## src/rtl/cpc_ramexp_pkg.sv

```systemverilog
// -----------------------------------------------------------------------------
// cpc_ramexp_pkg
// Shared types, constants and the page-mapping helper for the CPC RAM
// expansion controller (cpc_ramexp_cfg_port, cpc_ramexp_ctrl).
//   cfg_state_e  : config-port capture FSM states
//   page_map_t   : {hit, blk[1:0]} result of map_page()
//   map_page()   : Gate Array RAM-config mode + Z80 page -> expansion block
// -----------------------------------------------------------------------------
package cpc_ramexp_pkg;

    typedef enum logic [1:0] {
        IDLE   = 2'd0,
        CAPT   = 2'd1,
        COMMIT = 2'd2
    } cfg_state_e;

    // Gate Array is selected by A15=0, A14=1; RAM-config writes carry tag 11.
    localparam logic [1:0] GA_PORT_A15_14 = 2'b01;
    localparam logic [1:0] CFG_TAG        = 2'b11;

    typedef struct packed {
        logic       hit;
        logic [1:0] blk;
    } page_map_t;

    // Expansion blocks 4-7 of the Gate Array scheme are blocks 0-3 of the
    // selected 64K bank. Mode 3 maps page 3 only; the page-1 view of internal
    // block 3 is left to the host RAM.
    function automatic page_map_t map_page(input logic [2:0] mode,
                                           input logic [1:0] page);
        page_map_t m;
        m.hit = 1'b0;
        m.blk = 2'd0;
        case (mode)
            3'd0: ;
            3'd1, 3'd3: begin
                if (page == 2'd3) begin
                    m.hit = 1'b1;
                    m.blk = 2'd3;
                end
            end
            3'd2: begin
                m.hit = 1'b1;
                m.blk = page;
            end
            default: begin
                if (page == 2'd1) begin
                    m.hit = 1'b1;
                    m.blk = mode[1:0];
                end
            end
        endcase
        return m;
    endfunction

endpackage

```

## src/rtl/cpc_ramexp_cfg_port.sv

```systemverilog
// -----------------------------------------------------------------------------
// cpc_ramexp_cfg_port
// Snoops Gate Array RAM-config writes and holds the active configuration.
//   CLK, RESET_B          : bus clock, async active-low reset
//   A[15:0], D[7:0]       : Z80 address / data (D observed only)
//   IOREQ_B, WR_B, M1_B   : Z80 I/O strobes
//   cfg_mode[2:0]         : committed RAM-config mode
//   cfg_bank[BANK_W-1:0]  : committed 64K bank index
// -----------------------------------------------------------------------------
module cpc_ramexp_cfg_port
    import cpc_ramexp_pkg::*;
#(
    parameter int BANK_W = 4
) (
    input  logic              CLK,
    input  logic              RESET_B,
    input  logic [15:0]       A,
    input  logic [7:0]        D,
    input  logic              IOREQ_B,
    input  logic              WR_B,
    input  logic              M1_B,
    output logic [2:0]        cfg_mode,
    output logic [BANK_W-1:0] cfg_bank
);

    cfg_state_e        state_q, state_d;
    logic              iowr;
    logic              capture_en;
    logic              commit_en;
    logic [2:0]        pend_mode;
    logic [BANK_W-1:0] pend_bank;
    logic [5:0]        bank_ext;
    logic              unused_ok;

    // M1_B low with IOREQ_B low is an interrupt acknowledge, never a write.
    assign iowr = !IOREQ_B && !WR_B && M1_B
               && (A[15:14] == GA_PORT_A15_14)
               && (D[7:6] == CFG_TAG);

    // Upper bank bits come from the inverted port address (0x7F -> 0,
    // 0x7E -> 1, ...). Bits beyond BANK_W drop out, so the index wraps.
    assign bank_ext  = {~A[10:8], D[5:3]};
    assign unused_ok = ^{A[13:11], A[7:0], bank_ext};

    always_comb begin
        // NOTE: every always_comb output gets a default first so no path
        // leaves it unassigned, which would infer a latch.
        state_d    = state_q;
        capture_en = 1'b0;
        commit_en  = 1'b0;
        case (state_q)
            IDLE: begin
                if (iowr) begin
                    capture_en = 1'b1;
                    state_d    = CAPT;
                end
            end
            CAPT: begin
                if (IOREQ_B || WR_B) state_d = COMMIT;
            end
            COMMIT: begin
                commit_en = 1'b1;
                state_d   = IDLE;
            end
            default: state_d = IDLE;
        endcase
    end

    // NOTE: sequential state uses non-blocking assignments so every register
    // samples pre-edge values regardless of statement order.
    always_ff @(posedge CLK or negedge RESET_B) begin
        if (!RESET_B) begin
            state_q   <= IDLE;
            pend_mode <= '0;
            pend_bank <= '0;
            cfg_mode  <= '0;
            cfg_bank  <= '0;
        end else begin
            state_q <= state_d;
            if (capture_en) begin
                pend_mode <= D[2:0];
                pend_bank <= bank_ext[BANK_W-1:0];
            end
            if (commit_en) begin
                cfg_mode <= pend_mode;
                cfg_bank <= pend_bank;
            end
        end
    end

endmodule

```

## src/rtl/cpc_ramexp_ctrl.sv

```systemverilog
// -----------------------------------------------------------------------------
// cpc_ramexp_ctrl
// CPC RAM expansion core: maps Z80 16K pages onto 1..8 x 512K SRAMs.
//   CLK, RESET_B                  : bus clock, async active-low reset
//   A, D, MREQ_B, IOREQ_B, RD_B,
//   WR_B, M1_B, RFSH_B            : Z80 bus (all inputs)
//   HIADR[4:0]                    : SRAM A18..A14 = {bank[2:0], blk}
//   RAMCS_B[NUM_SRAM-1:0]         : one-cold chip selects
//   RAMOE_B, RAMWE_B              : SRAM output / write enables
//   RAMDIS                        : high disables CPC internal RAM
//   DIP[3:0] (CPC_RAMEXP_DIP_EN)  : board switches; [0] disable, [1] 6128
// Optional feature macro: CPC_RAMEXP_DIP_EN.
// NUM_SRAM legal values: 1, 2, 4, 8.
// -----------------------------------------------------------------------------
module cpc_ramexp_ctrl
    import cpc_ramexp_pkg::*;
#(
    parameter int NUM_SRAM = 2
) (
    input  logic                CLK,
    input  logic                RESET_B,
    input  logic [15:0]         A,
    input  logic [7:0]          D,
    input  logic                MREQ_B,
    input  logic                IOREQ_B,
    input  logic                RD_B,
    input  logic                WR_B,
    input  logic                M1_B,
    input  logic                RFSH_B,
`ifdef CPC_RAMEXP_DIP_EN
    input  logic [3:0]          DIP,
`endif
    output logic [4:0]          HIADR,
    output logic [NUM_SRAM-1:0] RAMCS_B,
    output logic                RAMOE_B,
    output logic                RAMWE_B,
    output logic                RAMDIS
);

    localparam int BANK_W = 3 + $clog2(NUM_SRAM);
    localparam logic [NUM_SRAM-1:0] CS_ONE = NUM_SRAM'(1);

    logic [2:0]        cfg_mode;
    logic [BANK_W-1:0] cfg_bank;
    logic [BANK_W-1:0] chip_sel;
    logic [2:0]        eff_mode;
    page_map_t         pmap;
    logic              exp_off;
    logic              mode_6128;
    logic              mem_hit;
    logic [4:0]        hiadr_q;

    cpc_ramexp_cfg_port #(
        .BANK_W (BANK_W)
    ) u_cfg_port (
        .CLK      (CLK),
        .RESET_B  (RESET_B),
        .A        (A),
        .D        (D),
        .IOREQ_B  (IOREQ_B),
        .WR_B     (WR_B),
        .M1_B     (M1_B),
        .cfg_mode (cfg_mode),
        .cfg_bank (cfg_bank)
    );

`ifdef CPC_RAMEXP_DIP_EN
    logic [1:0] dip_meta, dip_sync;
    logic       unused_dip;

    always_ff @(posedge CLK or negedge RESET_B) begin
        if (!RESET_B) begin
            dip_meta <= '0;
            dip_sync <= '0;
        end else begin
            dip_meta <= DIP[1:0];
            dip_sync <= dip_meta;
        end
    end

    // DIP[3:2] are reserved switches.
    assign unused_dip = ^DIP[3:2];
    assign exp_off    = dip_sync[0];
    assign mode_6128  = dip_sync[1];
`else
    assign exp_off   = 1'b0;
    assign mode_6128 = 1'b0;
`endif

    // Chip index is the bank above the 8 banks held by one 512K SRAM.
    assign chip_sel = cfg_bank >> 3;

    always_comb begin
        // cfg keeps tracking while disabled, so re-enabling needs no new OUT.
        eff_mode = exp_off ? 3'd0 : cfg_mode;
        pmap     = map_page(eff_mode, A[15:14]);
        // In 6128 mode bank 0 is the internal second 64K.
        mem_hit  = !MREQ_B && RFSH_B && pmap.hit
                && !(mode_6128 && (cfg_bank == '0));

        RAMDIS  = 1'b0;
        RAMCS_B = '1;
        RAMOE_B = 1'b1;
        RAMWE_B = 1'b1;
        HIADR   = hiadr_q;
        if (mem_hit) begin
            RAMDIS  = 1'b1;
            RAMCS_B = ~(CS_ONE << chip_sel);
            RAMOE_B = RD_B;
            RAMWE_B = WR_B;
            HIADR   = {cfg_bank[2:0], pmap.blk};
        end
    end

    // HIADR is live during a mapped access and holds the last mapped address
    // otherwise; a register keeps that hold latch-free.
    always_ff @(posedge CLK or negedge RESET_B) begin
        if (!RESET_B) begin
            hiadr_q <= '0;
        end else if (mem_hit) begin
            hiadr_q <= {cfg_bank[2:0], pmap.blk};
        end
    end

endmodule

```

## config.mk

```make
export PLATFORM = sky130hd
export DESIGN_NAME = cpc_ramexp_ctrl
export DESIGN_NICKNAME = d
export VERILOG_FILES = /design/src/rtl/cpc_ramexp_pkg.sv /design/src/rtl/cpc_ramexp_cfg_port.sv /design/src/rtl/cpc_ramexp_ctrl.sv
export SDC_FILE = /design/constraint.sdc
export NUM_CORES = 1
export LEC_CHECK = 0
export ABC_CLOCK_PERIOD_IN_PS = 4300
export BUFFER_PORTS_ARGS = -buffer_cell sky130_fd_sc_hd__buf_2
export CAP_MARGIN = 20
export CELL_PAD_IN_SITES_DETAIL_PLACEMENT = 0
export CELL_PAD_IN_SITES_GLOBAL_PLACEMENT = 1
export CORE_UTILIZATION = 40
export CTS_BUF_LIST = sky130_fd_sc_hd__clkbuf_2 sky130_fd_sc_hd__clkbuf_4 sky130_fd_sc_hd__clkbuf_8
export DETAILED_ROUTE_END_ITERATION = 10
export GPL_ROUTABILITY_DRIVEN = 0
export MAX_ROUTING_LAYER = met4
export PLACE_DENSITY_LB_ADDON = 0.15
export SLEW_MARGIN = 20
export SYNTH_ARGS = -nofsm -noshare
export SYNTH_HDL_FRONTEND = slang
export SYNTH_HIERARCHICAL = 1
export SYNTH_SLANG_ARGS = --single-unit
```

## constraint.sdc

```tcl
create_clock -name CLK -period 4.3 [get_ports CLK]
set_clock_uncertainty 0.1 [all_clocks]
set_input_delay 0.86 -clock CLK [delete_from_list [all_inputs] [get_ports CLK]]
set_output_delay 0.86 -clock CLK [all_outputs]
set_load 0.005 [all_outputs]
```

# Yosys cells after proc, flatten, opt, wreduce, memory -nomap -nowiden
# Index checks and enable logic that the tools add are counted.
totals:
  ff_bits: 21
  latch_bits: 0
  ramBits: 0
  romBits: 0
  input_bits: 32
  out_inout_bits: 10
  elab_cells: 47
  memories: 0
classes:
  add_sub_neg: 0
  multipliers: 0
  div: 0
  magnitude_cmp: 0
  eq_ne: 10
  shifts: 1
  mux: 14
  n_bitwise: 2
  n_reduce_logical: 14
op_table:
  columns: ["operator", "count"]
  rows:
  - ["$pmux W3 S3", 1]
  - ["$eq A2 B2 Y1 const B", 3]
  - ["$eq A3 B2 Y1 const B", 2]
  - ["$logic_and A1 B1 Y1", 6]
  - ["$mux W1", 6]
  - ["$mux W2", 3]
  - ["$mux W3", 2]
  - ["$mux W5", 1]
  - ["$eq A2 B1 Y1 const B", 2]
  - ["$ne A2 B1 Y1 const B", 2]
  - ["$pmux W2 S2", 1]
  - ["$eq A3 B1 Y1 const B", 1]
  - ["$logic_not A1 Y1", 3]
  - ["$logic_not A3 Y1", 1]
  - ["$logic_not A2 Y1", 1]
  - ["$not A2 Y2", 1]
  - ["$reduce_and A2 Y1", 1]
  - ["$reduce_or A2 Y1", 1]
  - ["$shl A1 B1 Y2 const A", 1]
  - ["$logic_or A1 B1 Y1", 1]
  - ["$not A1 Y1", 1]

# Logic depth before layout (Yosys ltp)
depth:
  word_depth: 7
  depth_mapped: 5
  mapped_depth_nobuf: 5

# Modules after synthesis
# Netlist, hierarchy kept.
by_module_without_submodules:
  columns: ["module", "n_inst", "cells_per_inst", "area_per_inst_um2", "seq_area_each_um2"]
  rows:
  - ["cpc_ramexp_cfg_port", 1, 41, 631.9, 400.4]
  - ["cpc_ramexp_ctrl", 1, 29, 319.1, 125.1]

# Worst setup path after synthesis
# Ideal clock, no wire load.
synth_timing:
  path_type: "input -> output"
  from: "input A[14]"
  to: "output HIADR[0]"
  arrival_time_ns: 1.723
  required_ns: 3.340
  path_slack_ns: 1.617
  path_stages: 4
  path_buffers: 0
  path_cell_list: "a311o_1 > nand4b_4 > inv_4 > mux2_4"
synth_between:
  elab_chain_cells: 5
  word_cells_on_any_way: 7
  cone_classes: "eq/ne (2); mux (4); reduce/logical (1)"
synth_rtl:
  columns: ["element", "line_no", "source"]
  rows:
  - ["from (decl)", "cpc_ramexp_ctrl.sv:22", "input logic [15:0] A,"]
  - ["$eq A2 B1 Y1 or $eq A2 B2 Y1 (tied branches)", "cpc_ramexp_pkg.sv:47, cpc_ramexp_pkg.sv:37", null]
  - ["$mux W3 (on tied branches)", "cpc_ramexp_pkg.sv:47, cpc_ramexp_pkg.sv:37", null]
  - ["$pmux W3 S3 (*)", "cpc_ramexp_pkg.sv:34", "case (mode)"]
  - ["$logic_and A1 B1 Y1", "cpc_ramexp_ctrl.sv:98", "mem_hit = !MREQ_B && RFSH_B && pmap.hit"]
  - ["$mux W5 (*)", "cpc_ramexp_ctrl.sv:106", "if (mem_hit) begin"]
  - ["to (decl)", "cpc_ramexp_ctrl.sv:33", "output logic [4:0] HIADR,"]
# Every way passes the cells marked *; elsewhere a longest branch is shown, timed or not.

# Worst setup path in the final report
layout_timing:
  from: "input A[14]"
  to: "output HIADR[1]"
# Same word-level chain as after synthesis.

==> impl_results.md <==
* Status: finished clean
* Critical R2R Launch: u_cfg_port/cfg_mode[1]$_DFFE_PN0N_
* Net count, final at between 100 and 150
* Clock-pin slew on the worst setup and hold paths at about 100 ps
* CTS resizes at 0
* Worst Setup End Kind: primary output
* CTS max path bufs at 2
* Combinational share of power at between 10 and 15%
* Cells on worst reg2reg path at 5
* Pwr per Cell Area at slightly above 300 nW/um^2
* Final hold slack at roughly 390 ps
* Sw frac at 21.9%
* P_leak at approximately 0.6 nW
* Yosys reg bits at 21
* ANT nets after route at 0
* Worst Path Arrival at approximately 2000 ps
* Max Fclk at ~340 MHz
* # hold bufs at CTS at 0
* Final cell count without fillers at roughly 130
* Final hold violations at 0
* Startpoint types: input pin
* Avg Cell Area, Syn at ~14 sq um
* PortBufs at 28
* Main synth FF type: dfrtp_1
* Global-route wire length before repair at between 2000 and 2500 um
* WS Path Type: in -> out
* Core Footprint at 2230 sq um
* Via count at between 600 and 700
* WP data required at between 3000 and 4000 ps
* Boundary Pins at 42
* Syn. warnings at 6
* Ys async rst share at 100%
* Proportion of layout cells with a drive suffix above 1 at a little over half
* H-tree depth at 1
* Register area share after synthesis at around 55%
* CTS Buf Count at 3
* DRT Pass-1 Iters at 2
* Vias in the first global route at 555
* Pre-CTS WS at ~1300 ps
* Die Y at around 51 um
* Slew headroom at between 70% and 80%
* CTS tree: done
* Fin crit share at 69.3%
* Final-report setup violation count at 0
* Worst hold path class: in -> async
* Max_cap viols at 0
* Clock Sinks at 21
* R2R Setup Slk at between 2000 and 3000 ps
* Initial core utilization at around 43%
* Setup WS post-layout at 1320 ps
* Initial antenna violation count at 0
* Mapped Area at about 950 sq um
* RR Endpoint: hiadr_q[1]$_DFF_PN0_
* Number of diodes at 0
* Worst Path Max Fanout at 7
* Largest net degree at the start of global routing at 22
* Actual slew at the worst max-slew pin at 442 ps
* Final core utilization at between 50% and 60%
* Period minus WS final at 2980 ps
* Post-CTS Setup Bufs at 0
* Placed Cells at ~130
* Final setup TNS at 0 ps
* Reg power frac at ~62%
* Iteration-0 DRC Markers at 2
* Root Buffer: clkbuf_4
* Clock power share at 26.5%
* Drt total wl at 1560 um
* GR Overflow Total at 0
* Net Sw Power at around 0.078 mW
* Post-synth EDFFs at 0
* Std cell rows at 17
* Area delta synth->final at 21.1%
* Syn Nets at a little over 100
* Fillers at about 210
* Mapped Cells at 70
* GRT Util Overall at between 10% and 20%
* Die area at between 2000 and 3000 sq um
* Post-synthesis cell type count at 22
* WL/cell at 12.1 um
* RSZ-0062 raised after global routing: false
* Maximum VDD drop at slightly below 0.0002 V
* Internal at between 0.2 and 0.3 mW
* DRC at 0
* Detailed-placement wirelength estimate at between 1000 and 1500 um
* Worst-skew pair later-pin latency at between 200 and 300 ps
* Max-slew violations at 0
* Via density at slightly below 5
* Die Wd at between 50 and 60 um
==> cells by family after synthesis <==
| group | Yosys count | share of synthesized area [%] |
|---|---|---|
| buffers and inverters | 3 | 1.58 |
| flip-flops | 21 | 55.3 |
| multiplexers | 18 | 22.0 |
| XOR/XNOR | 1 | 0.921 |
| AND/OR/NAND/NOR | 20 | 15.8 |
| AO/OA/AOI/OAI | 7 | 4.47 |
==> per-layer routing <==
metal	up-vias	part of all wire (%)	global-route usage (%)
li1	310	-	-
met1	292	46	18.0
met2	18	47	20.4
met3	2	5.5	4.24
met4	0	0.90	6.94
met5	-	0	-
==> cell usage after synthesis (2+ instances only) <==
cell type,n,area [sq um]
nor2b_1,3,18.8
mux2_4,2,30.0
o21ai_0,4,20.0
dfrtp_1,21,526
mux2_2,15,169
nand2_1,4,15.0
nor2_1,2,7.51
nand2b_1,5,31.3
==> power by group through the flow <==
stage | registers [mW] | clock network (mW) | logic (mW)
final | 0.221 | 0.0943 | 0.0408
after global routing | 0.223 | 0.113 | 0.0460
after CTS | 0.221 | 0.101 | 0.0420
after detailed placement | 0.225 | 0 | 0.0419
after global placement | 0.225 | 0 | 0.0403
after floorplan | 0.222 | 0 | 0.0246
==> state kept, by name, summed over array words and instances, names as in the netlist <==
signal                flops
u_cfg_port/pend_mode      3
u_cfg_port/cfg_bank       4
hiadr_q                   5
u_cfg_port/state_q        2
u_cfg_port/pend_bank      4
u_cfg_port/cfg_mode       3
==> worst max-delay path by stage <==
stage,cells after the start,startpoint,endpoint
3_3_place_gp,6,A[14],HIADR[0]
3_5_place_dp,6,A[14],HIADR[1]
4_1_cts,6,A[14],HIADR[1]
5_1_grt,6,A[14],HIADR[1]
2_1_floorplan,4,A[14],HIADR[0]
6_report,6,A[14],HIADR[1]
==> critical path, stage by stage <==
cell,delay [ps]
buf_2,130
a311o_1,380
nand4b_4,140
inv_4,80
mux2_4,300
buf_2,130
==> cells in the final DEF, fill, tap and decap left out, types with 2 or more instances in the layout <==
cell type	count
o21ai_0	4
buf_2	28
nand2_1	4
nor2_1	2
dfrtp_1	21
mux2_2	15
mux2_4	2
nand2b_1	5
nor2b_1	3
clkbuf_4	4
==> stage by stage <==
step,total power [mW],instance area [sq um]
final,0.356,1150
after global routing,0.381,1150
after CTS,0.364,1150
after detailed placement,0.267,1120
after global placement,0.265,1120
after floorplan,0.246,951
==> final cells by class <==
class,instances,area [sq um],area share (%)
multi-input cells,46,410,35.7
clock buffers,4,30.0,2.61
repair buffers,28,140,12.2
well taps,28,35.0,3.04
inverters,2,10.0,0.870
flip-flops and latches,21,526,45.7
No activity file was read; power rests on OpenSTA's default activity.
